### src/rtl/regs_scoreboard_pkg.sv
// Shared constants and width helpers for the register-hazard scoreboard.
package regs_scoreboard_pkg;

    function automatic int unsigned addr_width(input int unsigned num_regs);
        return $clog2(num_regs);
    endfunction

    function automatic int unsigned cnt_width(input int unsigned max_pending);
        return $clog2(max_pending + 1);
    endfunction

    localparam int unsigned REG_ZERO        = 0;
    localparam int unsigned DEF_NUM_REGS    = 32;
    localparam int unsigned DEF_MAX_PENDING = 3;
    localparam int unsigned DEF_AW          = addr_width(DEF_NUM_REGS);
    localparam int unsigned DEF_CW          = cnt_width(DEF_MAX_PENDING);

endpackage

### src/rtl/regs_scoreboard_counter.sv
// Saturating up/down pending-write counter for one architectural register.
module scoreboard_counter #(
    parameter int unsigned CW      = 2,
    parameter int unsigned MAX_CNT = 3
) (
    input  logic          clk,
    input  logic          rst,
    input  logic          clr,
    input  logic          inc,
    input  logic          dec,
    output logic [CW-1:0] cnt,
    output logic          nonzero,
    output logic          full
);

    localparam logic [CW-1:0] MaxVal = CW'(MAX_CNT);

    logic [CW-1:0] cnt_q, cnt_d;

    always_comb begin
        cnt_d = cnt_q;
        if (clr) begin
            cnt_d = '0;
        end else if (inc && !dec && cnt_q != MaxVal) begin
            cnt_d = cnt_q + CW'(1);
        end else if (dec && !inc && cnt_q != '0) begin
            cnt_d = cnt_q - CW'(1);
        end
    end

    always_ff @(posedge clk or posedge rst) begin
        if (rst) begin
            cnt_q <= '0;
        end else begin
            cnt_q <= cnt_d;
        end
    end

    always_comb begin
        cnt     = cnt_q;
        nonzero = (cnt_q != '0);
        full    = (cnt_q == MaxVal);
    end

endmodule

### src/rtl/regs_scoreboard.sv
// Register-hazard scoreboard: per-register pending-write counters, RAW detection
// on two source operands, decode stall and sticky writeback-underflow flag.
module regs_scoreboard
    import regs_scoreboard_pkg::*;
#(
    parameter int unsigned NUM_REGS     = DEF_NUM_REGS,
    parameter int unsigned MAX_PENDING  = DEF_MAX_PENDING,
    parameter int unsigned R0_HARDWIRED = 1,
    parameter int unsigned WB_BYPASS    = 1,
    localparam int unsigned AW          = addr_width(NUM_REGS),
    localparam int unsigned CW          = cnt_width(MAX_PENDING)
) (
    input  logic          clk,
    input  logic          rst,
    input  logic [AW-1:0] rnum1,
    input  logic [AW-1:0] rnum2,
    input  logic          rd_en1,
    input  logic          rd_en2,
    input  logic          issue_valid,
    input  logic          issue_we,
    input  logic [AW-1:0] issue_wnum,
    input  logic          wb_valid,
    input  logic [AW-1:0] wb_wnum,
    input  logic          flush,
    output logic          busy_rnum1,
    output logic          busy_rnum2,
    output logic          stall,
    output logic          issue_accept,
    output logic          underflow_err
);

    logic [CW-1:0]       cnt [NUM_REGS];
    logic [NUM_REGS-1:0] nonzero, full, inc, dec;
    logic                underflow_err_q, underflow_err_d;
    logic                r0_rd1, r0_rd2, r0_dst, r0_wb;
    logic                hit1, hit2, hit_dst;
    logic                pend1, pend2, full_dst;

    for (genvar i = 0; i < NUM_REGS; i++) begin : g_reg
        scoreboard_counter #(
            .CW      (CW),
            .MAX_CNT (MAX_PENDING)
        ) u_cnt (
            .clk     (clk),
            .rst     (rst),
            .clr     (flush),
            .inc     (inc[i]),
            .dec     (dec[i]),
            .cnt     (cnt[i]),
            .nonzero (nonzero[i]),
            .full    (full[i])
        );
    end

    always_comb begin
        r0_rd1 = (R0_HARDWIRED != 0) && (rnum1 == AW'(REG_ZERO));
        r0_rd2 = (R0_HARDWIRED != 0) && (rnum2 == AW'(REG_ZERO));
        r0_dst = (R0_HARDWIRED != 0) && (issue_wnum == AW'(REG_ZERO));
        r0_wb  = (R0_HARDWIRED != 0) && (wb_wnum == AW'(REG_ZERO));

        hit1    = wb_valid && (wb_wnum == rnum1) && nonzero[rnum1];
        hit2    = wb_valid && (wb_wnum == rnum2) && nonzero[rnum2];
        hit_dst = wb_valid && (wb_wnum == issue_wnum) && nonzero[issue_wnum];

        // With bypass, a retiring last write no longer counts as pending.
        pend1 = nonzero[rnum1];
        pend2 = nonzero[rnum2];
        if (WB_BYPASS != 0) begin
            if (hit1) pend1 = (cnt[rnum1] > CW'(1));
            if (hit2) pend2 = (cnt[rnum2] > CW'(1));
        end

        busy_rnum1 = rd_en1 && pend1 && !r0_rd1;
        busy_rnum2 = rd_en2 && pend2 && !r0_rd2;
        full_dst   = issue_we && full[issue_wnum] && !r0_dst && !((WB_BYPASS != 0) && hit_dst);

        stall        = issue_valid && (busy_rnum1 || busy_rnum2 || full_dst);
        issue_accept = issue_valid && !stall && !rst;
    end

    always_comb begin
        inc = '0;
        dec = '0;
        for (int unsigned i = 0; i < NUM_REGS; i++) begin
            inc[i] = issue_accept && issue_we && (issue_wnum == AW'(i));
            dec[i] = wb_valid && (wb_wnum == AW'(i)) && nonzero[i];
        end
        if (R0_HARDWIRED != 0) begin
            inc[REG_ZERO] = 1'b0;
        end
        underflow_err_d = underflow_err_q || (!flush && wb_valid && !nonzero[wb_wnum] && !r0_wb);
    end

    always_ff @(posedge clk or posedge rst) begin
        if (rst) begin
            underflow_err_q <= 1'b0;
        end else begin
            underflow_err_q <= underflow_err_d;
        end
    end

    assign underflow_err = underflow_err_q;

endmodule
### config.mk
export PLATFORM = sky130hd
export DESIGN_NAME = regs_scoreboard
export DESIGN_NICKNAME = d
export VERILOG_FILES = /design/src/rtl/regs_scoreboard_pkg.sv /design/src/rtl/regs_scoreboard_counter.sv /design/src/rtl/regs_scoreboard.sv
export SDC_FILE = /design/constraint.sdc
export NUM_CORES = 1
export LEC_CHECK = 0
export BUFFER_PORTS_ARGS = -buffer_cell sky130_fd_sc_hd__buf_4
export CAP_MARGIN = 0
export CORE_UTILIZATION = 55
export CTS_CLUSTER_SIZE = 30
export DETAILED_ROUTE_END_ITERATION = 8
export PLACE_DENSITY_LB_ADDON = 0.12
export SYNTH_ARGS = -nofsm -noshare
export SYNTH_HDL_FRONTEND = slang
export SYNTH_SLANG_ARGS = --single-unit
### constraint.sdc
create_clock -name clk -period 3.1 [get_ports clk]
set_input_delay 0.31 -clock clk [delete_from_list [all_inputs] [get_ports clk]]
set_output_delay 0.31 -clock clk [all_outputs]
set_load 0.005 [all_outputs]
==> results.sh <==
export IMPL_status="finished with violations"
export IMPL_violations="design-rule violations, negative setup slack"
export IMPL_powerDensity_nw_per_um2=297
export IMPL_nFillCells=931
export IMPL_critPathMaxStageDelay_ns=0.54
export IMPL_yosysSeqAreaShare_pct=24.5
export IMPL_cts_path_max_buffers=2
export IMPL_place_gp_congestion=0.990
export IMPL_post_dp_cell_area_sq_um=7570
export IMPL_grt_util_all_layers_pct=41.9
export IMPL_cts_sinks=65
export IMPL_max_freq_ghz=0.317
export IMPL_die_x_microns=112
export IMPL_yosysWarnings=0
export IMPL_rows=39
export IMPL_yosysUniqueCellTypes=61
export IMPL_syn_nets=855
export IMPL_drt_wl_total_microns=26000
export IMPL_cp_max_fo=3
export IMPL_synth_seq_cells=65
export IMPL_worst_slack_ns=-0.0564
export IMPL_tightest_slew_ns=0.906
export IMPL_cts_buffers=9
export IMPL_end_kind="output port"
export IMPL_io_pin_count=33
export IMPL_num_vias=7494
export IMPL_critPathSlowestCell="or4_4"
export IMPL_r2r_slack_ns=0
export IMPL_avgSynthCellArea_sq_um=8.05
export IMPL_setup_viol=2
export IMPL_route_antenna_remaining_nets=0
export IMPL_synth_edff_count=0
export IMPL_slew_limit_headroom_pct=39.6
export IMPL_grt_max_degree=66
export IMPL_drt_pass1_iterations=8
export IMPL_root_buffer="clkbuf_16"
export IMPL_crit_path_start="g_reg[11].u_cnt.cnt[1]"
export IMPL_rsz0062_at_grt="true"
export IMPL_cts_clk_slew_worst_paths_ns=0.06
export IMPL_crit_chain="mux4_2 -> and4_1 -> or4_4 -> o221a_4 -> o21ba_4 -> and4_1 -> buf_4"
export IMPL_cp_start_kind="flip-flop"
export IMPL_area_growth_pct=21.2
export IMPL_fp_dieH_microns=112
export IMPL_cp_required_ns=2.79
export IMPL_cts_hold_buf=0
export IMPL_grt_overflow=0
export IMPL_clock_latency_ns=0.36
export IMPL_place_ws_ns=-0.0509
export IMPL_final_cell_area_sq_um=8060
export IMPL_antenna_found_initial=1
export IMPL_hpwl_microns=18700
export IMPL_drtIter0Drc=988
export IMPL_synthArstFlopShare_pct=100
export IMPL_finalCritPeriodShare_pct=102
export IMPL_critical_path_class="reg2out"
export IMPL_skew_ns=0.00505
export IMPL_ir_worst_vdd_mv=0.328
export IMPL_io_buffers=32
export IMPL_routedWlPerCell_microns=24.7
export IMPL_cp_common_cell="and4_1"
export IMPL_drive_above_1_share_pct=25.4
export IMPL_leakage_nw=2.93
export IMPL_dieArea_sq_um=12500
export IMPL_syn_area_sq_um=6650
export IMPL_finalHoldViolCount=0
export IMPL_arrival_ns=2.85
export IMPL_viasPerCell=7.12
export IMPL_syn_inst=826
export IMPL_finalCriticalPeriod_ns=3.16
export IMPL_min_path_type="in2reg"
export IMPL_n_antenna_cell=0
export IMPL_cts_htree_levels=3
export IMPL_finalSetupTns_ns=-0.0566
export IMPL_r2r_start="g_reg[11].u_cnt.cnt[1]"
export IMPL_grt_pass1_wl_microns=39800
export IMPL_ys_flop_type="dfrtp_1"
export IMPL_maxCapViolations=0
export IMPL_hp_start="wb_valid"
export IMPL_final_nets=935
export IMPL_power_mw=2.40
export IMPL_start_util_pct=57.3
export IMPL_grt_pass1_vias=7118
export IMPL_tritoncts="done"
export IMPL_slew_viol_final=0
export IMPL_core_sq_um=11600
export IMPL_drc=5
[final cells by class]
type	instances	area, sq um	share of cell area [%]
clock buffer	12	267	3.31
clock inverter	3	15.0	0.186
timing repair buffer	138	1120	14.0
sequential	65	1630	20.2
tap	143	179	2.22
multi-input combinational	654	4700	58.3
inverter	38	146	1.82
[cell families (layout without fill, tap and decap cells)]
logic type | Yosys count | after routing | share of synthesized area, %
and+or+nand+nor | 343 | 343 | 26.3
AOI/OAI and AO/OA | 239 | 239 | 24.7
muxes | 55 | 55 | 15.5
buffers and inverters | 107 | 191 | 6.70
DFF | 65 | 65 | 24.5
xor gates and xnor gates | 16 | 16 | 2.11
adders and majority gates | 1 | 1 | 0.188
[sequential cells by signal, summed over array words and instances, names as in the netlist]
signal         cells
underflow_err      1
g.u_cnt.cnt       64
[layer usage]
layer	track usage [%]	part of all wire, %	vias to the layer above
met2	65.1	45	542
li1	-	-	3298
met4	19.2	4.2	2
met3	11.2	13	93
met5	0	0.035	-
met1	54.8	38	3559
[cell usage after synthesis, types with 5 or more instances]
master     number  share of area [%]
o2111ai_1       6               0.79
nor3_1         24                1.8
buf_1           7               0.40
a22oi_1        11                1.2
a211o_1         6               0.79
mux2_2          5               0.85
dfrtp_1        65                 24
or4_1          24                2.7
nor4_1         13                1.2
nor2b_1         7               0.66
and2_1         10               0.94
xnor2_1         8                1.1
o31ai_1        21                2.4
xor2_1          8                1.1
o31a_1          6               0.79
buf_2          10               0.75
clkbuf_1       47                2.7
nor3b_1         9                1.0
nand4_1        17                1.6
o21ai_0        53                4.0
nor2_1         57                3.2
a2111o_1       22                3.7
nand3_1        34                2.6
inv_1          38                2.1
a211oi_1        8               0.90
mux4_2         38                 13
nand2_1       109                6.2
mux2i_1        12                1.8
a21oi_1        69                5.2
nand2b_1       14                1.3
[cells in the final DEF, fill, tap and decap left out, types with 7 or more instances in the layout]
| cell | instances |
|---|---|
| nor4_1 | 13 |
| nand2_1 | 109 |
| a2111o_1 | 22 |
| xnor2_1 | 8 |
| nor2_1 | 57 |
| inv_1 | 37 |
| clkbuf_16 | 11 |
| a21oi_1 | 60 |
| a21oi_2 | 9 |
| mux4_2 | 38 |
| a22oi_1 | 11 |
| nor3_1 | 24 |
| nand2b_1 | 14 |
| nor2b_1 | 7 |
| nor3b_1 | 9 |
| mux2i_1 | 12 |
| and2_1 | 9 |
| a211oi_1 | 8 |
| buf_4 | 131 |
| or4_1 | 14 |
| nand3_1 | 34 |
| o21ai_0 | 52 |
| o31ai_1 | 21 |
| dfrtp_1 | 65 |
| xor2_1 | 8 |
| or4_4 | 10 |
| nand4_1 | 17 |
[report_power, final]
part | total (mW) | switching (mW) | internal (mW)
clock network | 0.995 | 0.397 | 0.597
registers | 0.852 | 0.00176 | 0.850
logic | 0.549 | 0.340 | 0.209
total | 2.40 | 0.739 | 1.66
[stage by stage]
| step | hold WS (ns) | instances | util [%] |
|---|---|---|---|
| floorplan | 0.453 | 826 | - |
| global placement | 0.517 | 1032 | 65.2 |
| detailed placement | 0.524 | 1032 | 65.2 |
| CTS | 0.299 | 1048 | 67.8 |
| global route | 0.308 | 1053 | 69.4 |
| finish | 0.324 | 1053 | 69.4 |
[critical path: cells and delay by family, from the launching register on]
kind	cells	cell delay, ns
mux	1	0.50
buf+inv	1	0.10
compound gates	2	0.54
flops	1	0.44
simple gates	3	0.91
[worst paths after layout]
path	endpoint	depth (start not counted)
setup / recovery	issue_accept	7
hold / removal	underflow_err	2
setup reg to reg	g_reg[28].u_cnt.cnt[0]	8
hold reg to reg	g_reg[0].u_cnt.cnt[0]	2
max in group asynchronous	g_reg[15].u_cnt.cnt[1]	3
min in group asynchronous	g_reg[2].u_cnt.cnt[0]	3
[repair_timing]
item / CTS / global route
gates resized for setup: 4 / 28
gates cloned: 0 / 2
buffers inserted: 2 / 3
pin swaps: 5 / 7
endpoints found under the setup margin: 3 / 33
No activity file was read; power rests on OpenSTA's default activity.
